### config.mk
export PLATFORM = sky130hd
export DESIGN_NAME = dmux_dispatch
export DESIGN_NICKNAME = d
export VERILOG_FILES = /design/src/rtl/dmux_dispatch.sv
export SDC_FILE = /design/constraint.sdc
export NUM_CORES = 1
export LEC_CHECK = 0
export BUFFER_PORTS_ARGS = -buffer_cell sky130_fd_sc_hd__buf_2
export CAP_MARGIN = 10
export CORE_AREA = 2 2 66 68
export CTS_CLUSTER_DIAMETER = 150
export DETAILED_ROUTE_END_ITERATION = 10
export DIE_AREA = 0 0 68 70
export SKIP_CTS_REPAIR_TIMING = 1
export SLEW_MARGIN = 10
export SYNTH_ARGS = -nofsm -noshare
export SYNTH_HDL_FRONTEND = slang
export SYNTH_SLANG_ARGS = --single-unit
### constraint.sdc
create_clock -name i_clk -period 4.4 [get_ports i_clk]
set_input_delay 0.66 -clock i_clk [delete_from_list [all_inputs] [get_ports i_clk]]
set_output_delay 0.66 -clock i_clk [all_outputs]
set_load 0.01 [all_outputs]
### src/rtl/dmux_dispatch.sv
// dmux_dispatch: one-entry buffered dispatcher steering producer words
// to N_OUT sinks, addressed or round-robin, with stall-timeout drop.
module dmux_dispatch #(
    parameter int WIDTH   = 16,
    parameter int N_OUT   = 4,
    parameter int TIMEOUT = 16,
    localparam int DW     = $clog2(N_OUT)
) (
    input  logic             i_clk,
    input  logic             i_rst_n,
    input  logic             i_mode,
    input  logic [DW-1:0]    i_dest,
    input  logic [WIDTH-1:0] i_data,
    input  logic             i_valid,
    output logic             o_ready,
    output logic [WIDTH-1:0] o_data,
    output logic [N_OUT-1:0] o_valid,
    input  logic [N_OUT-1:0] i_ready,
    output logic             o_drop,
    output logic [7:0]       o_drop_cnt
);

    localparam int CW = (TIMEOUT > 1) ? $clog2(TIMEOUT) : 1;
    localparam logic [CW-1:0] LAST = CW'((TIMEOUT > 0) ? TIMEOUT - 1 : 0);

    typedef enum logic {
        EMPTY = 1'b0,
        FULL  = 1'b1
    } state_e;

    state_e           state_q, state_d;
    logic [WIDTH-1:0] data_q, data_d;
    logic [DW-1:0]    dest_q, dest_d;
    logic [CW-1:0]    wait_q, wait_d;
    logic [DW-1:0]    rr_q, rr_d;
    logic [7:0]       cnt_q, cnt_d;

    logic xfer;
    logic drop;
    logic rdy;
    logic accept;

    // Handshake decode, refill/drain of the holding register, drop count
    always_comb begin
        state_d = state_q;
        data_d  = data_q;
        dest_d  = dest_q;
        wait_d  = wait_q;
        rr_d    = rr_q;
        cnt_d   = cnt_q;

        xfer   = (state_q == FULL) && i_ready[dest_q];
        drop   = (state_q == FULL) && !xfer && (TIMEOUT != 0)
                 && (wait_q == LAST);
        rdy    = i_rst_n && ((state_q == EMPTY) || xfer || drop);
        accept = i_valid && rdy;

        if (accept) begin
            state_d = FULL;
            data_d  = i_data;
            dest_d  = i_mode ? rr_q : i_dest;
            wait_d  = '0;
            if (i_mode) begin
                rr_d = rr_q + 1'b1;
            end
        end else if (xfer || drop) begin
            state_d = EMPTY;
            wait_d  = '0;
        end else if ((state_q == FULL) && (TIMEOUT != 0)) begin
            wait_d = wait_q + 1'b1;
        end

        if (drop && (cnt_q != 8'hFF)) begin
            cnt_d = cnt_q + 8'd1;
        end
    end

    // State register; reset discards any held word without a drop pulse
    always_ff @(posedge i_clk or negedge i_rst_n) begin
        if (!i_rst_n) begin
            state_q <= EMPTY;
            data_q  <= '0;
            dest_q  <= '0;
            wait_q  <= '0;
            rr_q    <= '0;
            cnt_q   <= '0;
        end else begin
            state_q <= state_d;
            data_q  <= data_d;
            dest_q  <= dest_d;
            wait_q  <= wait_d;
            rr_q    <= rr_d;
            cnt_q   <= cnt_d;
        end
    end

    // Outputs: shared data bus, one-hot valid toward the held destination
    always_comb begin
        o_ready    = rdy;
        o_data     = data_q;
        o_valid    = (state_q == FULL) ? (N_OUT'(1) << dest_q) : '0;
        o_drop     = drop;
        o_drop_cnt = cnt_q;
    end

endmodule

==> results of run 1 <==
cell type report:
| class | count | share of cell area [%] |
|---|---|---|
| clock buffers | 5 | 3.49 |
| clock inverters | 3 | 0.889 |
| inverters | 2 | 0.381 |
| multi-input cells | 80 | 35.6 |
| flip-flops and latches | 33 | 41.9 |
| well taps | 52 | 3.30 |
| repair buffers | 56 | 14.4 |
worst max-delay path, delay by kind of cell (launching register included):
family | cells | cell delay (ns)
simple gates | 2 | 0.30
mux | 1 | 0.40
compound gates | 1 | 0.30
buf+inv | 1 | 0.13
flops | 1 | 0.44
layout by cell type, fill, tap and decap left out:
master,n
a32o_1,1
o22a_2,1
mux2_2,13
nand3_1,4
nor4_1,2
nor2_1,6
mux2_4,8
ha_1,2
xnor2_1,2
nor3_1,2
mux4_1,1
and3_1,1
nor4bb_1,1
nand3_2,1
o22ai_4,1
a41oi_1,1
nor4b_1,1
nand2_1,7
and4_1,1
inv_1,2
and2_1,1
buf_4,1
a21oi_1,5
clkinvlp_4,1
or2b_1,2
nand4_1,2
a41o_1,1
a21oi_4,1
clkinv_2,2
dfrtp_1,33
o21ai_0,2
a31oi_1,1
buf_2,55
xor2_1,7
clkbuf_8,5
mux2i_1,2
state kept, by name, indices dropped and copies added (netlist names):
register	cells
o_data	16
rr_q	2
o_drop_cnt	8
wait_q	4
dest_q	2
state_q	1
power groups by stage:
| stage | Clock (W) | Sequential (W) | Combinational (W) |
|---|---|---|---|
| 3_3_place_gp | 0 | 0.000460 | 0.000357 |
| 5_1_grt | 0.000243 | 0.000472 | 0.000392 |
| 6_report | 0.000215 | 0.000459 | 0.000360 |
| 3_5_place_dp | 0 | 0.000465 | 0.000363 |
| 2_1_floorplan | 0 | 0.000485 | 0.000211 |
| 4_1_cts | 0.000225 | 0.000460 | 0.000366 |
metal layers:
metal / part of all wire [%] / global-route usage [%] / wire length [um] / vias up
li1: - / - / - / 548
met1: 43 / 19.3 / 1360 / 559
met2: 50 / 22.8 / 1590 / 33
met3: 6.4 / 4.67 / 202 / 2
met4: 0.44 / 4.00 / 14 / 0
met5: 0 / 0 / 0 / -
stage by stage:
step	hold slack (ns)	area, um^2
after floorplan	0.364	1550
after global placement	0.459	1880
after detailed placement	0.463	1880
after CTS	0.335	1970
after global routing	0.347	1970
final	0.329	1970
worst paths after layout:
kind / end / slack [ns] / cells after the start
setup / recovery: o_ready / 1.89 / 5
hold / removal: o_drop_cnt[4]$_DFFE_PN0P_ / 0.33 / 1
setup reg to reg: o_data[0]$_DFFE_PN0N_ / 2.36 / 4
hold reg to reg: rr_q[1]$_DFFE_PN0P_ / 0.48 / 1
max in group asynchronous: o_data[11]$_DFFE_PN0N_ / 3.49 / 2
min in group i_clk: rr_q[1]$_DFFE_PN0P_ / 0.48 / 1
kinds of logic after synthesis:
logic type                 after synthesis  synth area share [%]
adders and majority gates                2                  1.61
and+or+nand+nor                         31                  10.9
xor gates and xnor gates                 9                  5.09
buffers and inverters                    3                  1.45
muxes                                   24                  20.2
DFF                                     33                  53.3
AOI/OAI and AO/OA                       14                  7.51
cells in the mapped netlist:
library cell  number  area share, %
and2_1             1           0.40
nor4bb_1           1           0.65
nand3_1            4            1.3
mux4_1             1            1.7
nand2_1            7            1.7
nor2_1             6            1.5
ha_1               2            1.6
dfrtp_1           33             53
mux2_2            13            9.4
inv_1              2           0.48
xor2_1             7            4.0
a41oi_1            1           0.57
o22ai_4            1            1.3
o21ai_0            2           0.65
nand3_2            1           0.65
buf_8              1           0.97
and3_1             1           0.40
xnor2_1            2            1.1
nor4_1             2           0.81
mux2i_1            2            1.3
a32o_1             1           0.65
mux2_4             8            7.7
or2b_1             2           0.97
nand4_1            2           0.81
a41o_1             1           0.65
o22a_2             1           0.65
a21oi_1            5            1.6
and4_1             1           0.57
a31oi_1            1           0.40
a21oi_4            1            1.0
nor4b_1            1           0.57
nor3_1             2           0.65
==> summary.txt, run 1 <==
Run status
  – Outcome: finished clean

Clock network
  – CTS Buf Count: 5
  – Clk Latency, worst-skew pair: 0.28 ns
  – Clock slew at reported path FFs: 0.07 ns
  – Clock sink count: 33
  – CTS H-tree lvls: 2
  – Clock buffer depth: 2
  – CTS tree: built
  – CTS root buf: clkbuf_8

Die
  – Core Box Area: 4140 um^2
  – Die span in x: 68 um
  – Die footprint: 4760 um^2
  – Die Ht: 70 um
  – IO Pins: 56
  – Starting density of the core: 37.4%
  – # rows: 24

Timing
  – Max_slew headroom: 48.8%
  – Final Setup Violations: 0
  – RSZ-0062 raised after global routing: false
  – Fmax: 0.398 GHz
  – Layout Skew: 0.00578 ns
  – Slew Limit Fails: 0
  – Period minus WS final: 2.51 ns
  – Final setup TNS: 0 ns
  – Period utilization: 57.1%
  – Final Hold Vio Count: 0
  – Final worst setup slack: 1.89 ns
  – Tightest Pin Transition: 0.766 ns

Yosys
  – Syn Nets: 144
  – Mean Syn Cell Area: 13.4 um^2
  – Sequential-to-total area share from yosys stat: 53.3%
  – Yosys reg bits: 33
  – Warnings, synthesis: 0
  – Post-Syn Instances: 116
  – Synth unique cells: 32
  – Synth Cell Area: 1550 um^2

Pwr
  – Post-route total power: 0.00103 W
  – Switch Pwr: 0.000341 W
  – Share of power burned in registers: 44.4%
  – Clock power frac: 20.8%
  – Power per cell area: 525 nW/um^2
  – Worst VDD drop: 0.318 mV
  – Internal power component: 0.000693 W
  – Sw Ratio: 33.0%
  – Leak: 0.943 nW
  – Comb pwr share: 34.8%

Finish
  – Reg area: 826 um^2
  – Post-Layout Cell Count: 231
  – Filler Cells Inserted: 409
  – Multi-input logic area: 702 um^2
  – Final Core Density: 47.5%
  – Layout cells sized above 1: 49.7%
  – # nets final: 206
  – Antenna cells: 0
  – Area grow syn2layout: 27.0%

Critical path
  – WP data arrival: 1.85 ns
  – Crit path from: dest_q[1]$_DFFE_PN0N_
  – Critical path class: flip-flop to primary output
  – Critical path required time: 3.74 ns
  – CP max stage cell: dfrtp_1
  – Cell Chain, Critical Path: mux2_2 > o22ai_4 > nand2_1 > and2_1 > buf_2
  – Startpoint Class: flip-flop
  – Maximum fanout count along the critical path: 9
  – Slowest Stage Delay on Critical Path: 0.44 ns
  – Critical path endpoint category: primary output
  – Critical R2R Launch: dest_q[1]$_DFFE_PN0N_

Place
  – Placed cell count: 223
  – Post-Place Worst Slack: 1.93 ns
  – Placer Congestion: 0.757
  – DP HPWL: 2410 um
  – Port bufs: 55

GRT
  – Number of global-route vias before repair: 1,118
  – Grt ovf: 0
  – Largest net degree at the start of global routing: 22
  – Initial antenna violation count: 0
  – Total GRT Usage: 14.6%
  – First-pass GRT wire length: 5250 um

Worst hold path
  – Min-delay worst type: input port to asynchronous set/reset pin

Detailed routing
  – Final WL: 3170 um
  – DR iter-0 viols: 37
  – Remaining routing DRC violations: 0
  – Via count: 1,142
  – Router iterations before antenna repair: 4
  – DR vias/cell: 4.94
  – Final ANT Viol Nets: 0
  – Wire length per cell: 13.7 um

Job
  – Maximum Capacitance Violations: 0
No activity file was read; power rests on OpenSTA's default activity.
==> run 2: changes to the inputs <==
Settings changed: ABC_AREA from default to 1, CORE_AREA 2 2 66 68 to 2 2 68 70, DIE_AREA 0 0 68 70 to 0 0 70 72, PLACE_DENSITY from default to 0.67.
Clock period 4.4 ns to 2.07 ns, I/O delays scaled along.
==> run 2 against run 1 <==
Net effect: hold slack worse by 0.31 ns; worst setup slack worse by 1.7 ns; register-to-register slack worse by 2.0 ns; first-iteration DRC count up 97%; synthesized area up 8.2%; combinational power up 120%; via count up 19%; wire length up 7.9%; non-clock buffer count up 2.
==> summary.txt, run 2 <==
Clock network
  – CTS root buf: clkbuf_8
  – CTS tree: built
  – CTS Buf Count: 5 (unchanged)
  – Clock slew at reported path FFs: 0.06 ns (about the same)
  – Clock buffer depth: 2 (unchanged)
  – CTS H-tree lvls: 2 (unchanged)
  – Clk Latency, worst-skew pair: 0.28 ns (about the same)
  – Clock sink count: 33 (unchanged)

Pwr
  – Leak: 1.15 nW (+22%)
  – Worst VDD drop: 0.296 mV (-7.1%)
  – Power per cell area: 1100 nW/um^2 (+110%)

Yosys
  – Ys flop type: dfrtp_1
  – EDFF count, synth: 0 (unchanged)
  – Synth unique cells: 28 (-13%)
  – Mean Syn Cell Area: 9.17 um^2 (-31%)
  – Synth Cell Area: 1680 um^2 (+8.2%)
  – Largest area contributor in the netlist: dfrtp_1
  – Post-Syn Instances: 183 (+58%)
  – Top cells by area, synth: dfrtp_1, nand2_1, inv_1
  – Count leader, synth: nand2_1
  – Syn Nets: 211 (+47%)
  – Warnings, synthesis: 0 (unchanged)
  – Synth top area share: 49.2% (-4.1 points)
  – Asr flop ratio synth: 100% (unchanged)
  – Commonest cells in the netlist: nand2_1, dfrtp_1, inv_1, o21ai_0
  – Sequential-to-total area share from yosys stat: 49.2% (-4.1 points)
  – Yosys reg bits: 33 (unchanged)

Timing
  – Final Setup Violations: 0 (unchanged)
  – Max_slew headroom: 80.0% (+31 points)
  – Tightest Pin Transition: 0.300 ns (-0.467 ns)
  – RSZ-0062 raised after global routing: false
  – Slew Limit Fails: 0 (unchanged)
  – Period minus WS final: 1.85 ns
  – Period utilization: 89.3%
  – Final Hold Vio Count: 0 (unchanged)
  – Layout Skew: 0.00353 ns (-0.00225 ns)
  – Final setup TNS: 0 ns (unchanged)
  – Fmax: 0.541 GHz

Detailed routing
  – Final WL: 3420 um (+7.9%)
  – DR iter-0 viols: 73 (+97%)
  – Remaining routing DRC violations: 0 (unchanged)
  – Final ANT Viol Nets: 0 (unchanged)
  – Via count: 1,354 (+19%)
  – Wire length per cell: 11.5 um (-16%)
  – Router iterations before antenna repair: 4 (unchanged)
  – DR vias/cell: 4.56 (-7.8%)

Worst hold path
  – Min-delay worst type: input port to asynchronous set/reset pin

Critical path
  – R2r setup slk: 0.38 ns (-1.98 ns)
  – Reg-to-Reg End: o_data[5]$_DFFE_PN0N_
  – Critical path endpoint category: primary output
  – FF-to-FF path depth: 7 (+3)
  – Slowest Stage Delay on Critical Path: 0.47 ns (+0.03 ns)
  – Cell Chain, Critical Path: inv_2 > nand3_1 > nand2_1 > nor2_4 > nand2_1 > nor2_2 > buf_2
  – WP data arrival: 1.54 ns (-0.31 ns)
  – Startpoint Class: flip-flop
  – Critical R2R Launch: wait_q[0]$_DFFE_PN0P_
  – Top cell by count, worst path: nand2_1
  – CP max stage cell: dfrtp_1
  – Critical path class: flip-flop to primary output
  – Critical path required time: 1.76 ns (-1.98 ns)
  – Maximum fanout count along the critical path: 7 (-2)

Finish
  – Layout cells sized above 1: 36.7% (-13 points)
  – Commonest non-fill, non-tap cell in the layout: buf_2
  – Most frequent cells in the layout: buf_2, nand2_1, dfrtp_1
  – Max reg flops: 16 (unchanged)
  – # nets final: 272 (+32%)
  – Area grow syn2layout: 24.1%
  – Design area: 2080 um^2 (+5.7%)
  – Antenna cells: 0 (unchanged)

GRT
  – Total GRT Usage: 14.7% (+0.15 points)
  – Initial antenna violation count: 0 (unchanged)
  – Number of global-route vias before repair: 1,254 (+12%)
  – Grt ovf: 0 (unchanged)
  – Largest net degree at the start of global routing: 23 (+4.5%)
  – First-pass GRT wire length: 5820 um (+11%)

Job
  – Maximum Capacitance Violations: 0 (unchanged)

Die
  – Die span in x: 70 um (+2.9%)
  – IO Pins: 56 (unchanged)
  – Core Box Area: 4260 um^2 (+2.9%)
  – Die Ht: 72 um (+2.9%)
  – Die footprint: 5040 um^2 (+5.9%)
  – Starting density of the core: 39.3% (+1.9 points)
  – # rows: 24 (unchanged)

Place
  – Post-DP Area: 2000 um^2 (+6.3%)
  – Placer Congestion: 0.753 (-0.62%)
  – DP HPWL: 2630 um (+9.3%)
  – Port bufs: 55 (unchanged)

Run status
  – Outcome: finished clean
==> run 2: cell types whose count changed after synthesis, moves of 3 or more <==
| cell | change |
|---|---|
| nand2_1 | +33 |
| inv_1 | +27 |
| mux2_2 | -13 |
| nand2_2 | +10 |
| o21ai_0 | +10 |
| o21ai_2 | +10 |
| mux2_4 | -8 |
| a21oi_1 | -4 |
| nor3_1 | +3 |
| o21ai_1 | +3 |
| xnor2_1 | +3 |
==> run 2: where the power goes <==
part / leakage (nW) / internal (W) / switching (W) / total (W)
sequential: 0.405 / 0.000851 / 0.000173 / 0.00102
combinational: 0.704 / 0.000347 / 0.000456 / 0.000803
clock: 0.0395 / 0.000238 / 0.000215 / 0.000454
==> run 2: cells by family after synthesis <==
family                   count (synthesis)  synth area share (%)
multiplexers                             2                  1.19
buffers and inverters                   35                  10.3
AND/OR/NAND/NOR                         74                  22.1
XOR/XNOR                                10                  5.22
adder cells (fa/ha/maj)                  2                  1.49
AO/OA/AOI/OAI                           27                  10.4
flip-flops                              33                  49.2
==> run 2: through the flow <==
| step | worst slack (ns) | total power (W) | utilization [%] | hold WS (ns) | instances |
|---|---|---|---|---|---|
| floorplan | 0.638 | 0.00157 | - | 0.0149 | 183 |
| global placement | 0.424 | 0.00183 | 46.9 | 0.329 | 289 |
| detailed placement | 0.370 | 0.00185 | 46.9 | 0.329 | 289 |
| CTS | 0.188 | 0.00232 | 48.8 | 0.0194 | 297 |
| global route | 0.0535 | 0.00247 | 48.8 | 0.0325 | 297 |
| finish | 0.221 | 0.00228 | 48.8 | 0.0214 | 297 |
==> run 2: worst max-delay path, delay by kind of cell (launching register included) <==
family	cells	cell delay, ns
simple gates	5	0.55
buf+inv	2	0.23
flops	1	0.47
==> run 2: how the worst max path moves through the flow <==
stage / start / to / slack, ns / cells past startpoint
after floorplan: wait_q[0]$_DFFE_PN0P_ / o_data[15]$_DFFE_PN0N_ / 0.64 / 8
after CTS: dest_q[0]$_DFFE_PN0N_ / o_drop / 0.19 / 7
after detailed placement: wait_q[0]$_DFFE_PN0P_ / o_data[5]$_DFFE_PN0N_ / 0.37 / 7
after global placement: wait_q[0]$_DFFE_PN0P_ / dest_q[0]$_DFFE_PN0N_ / 0.42 / 7
after global routing: dest_q[1]$_DFFE_PN0N_ / o_drop / 0.05 / 7
final: dest_q[0]$_DFFE_PN0N_ / o_drop / 0.22 / 7
==> run 2: per-layer routing <==
metal / routed length [um] / part of all wire, % / global-route usage (%)
met5: 0 / 0 / 0
met1: 1560 / 46 / 19.8
met2: 1550 / 45 / 22.0
met3: 254 / 7.4 / 4.58
met4: 58 / 1.7 / 6.41
==> run 2: cell type report <==
cell class	instances	area [um^2]
fill	409	2180
sequential	33	826
multi-input combinational	115	679
timing repair buffer	58	310
inverter	31	121
clock buffer	8	80.1
tap	52	65.1
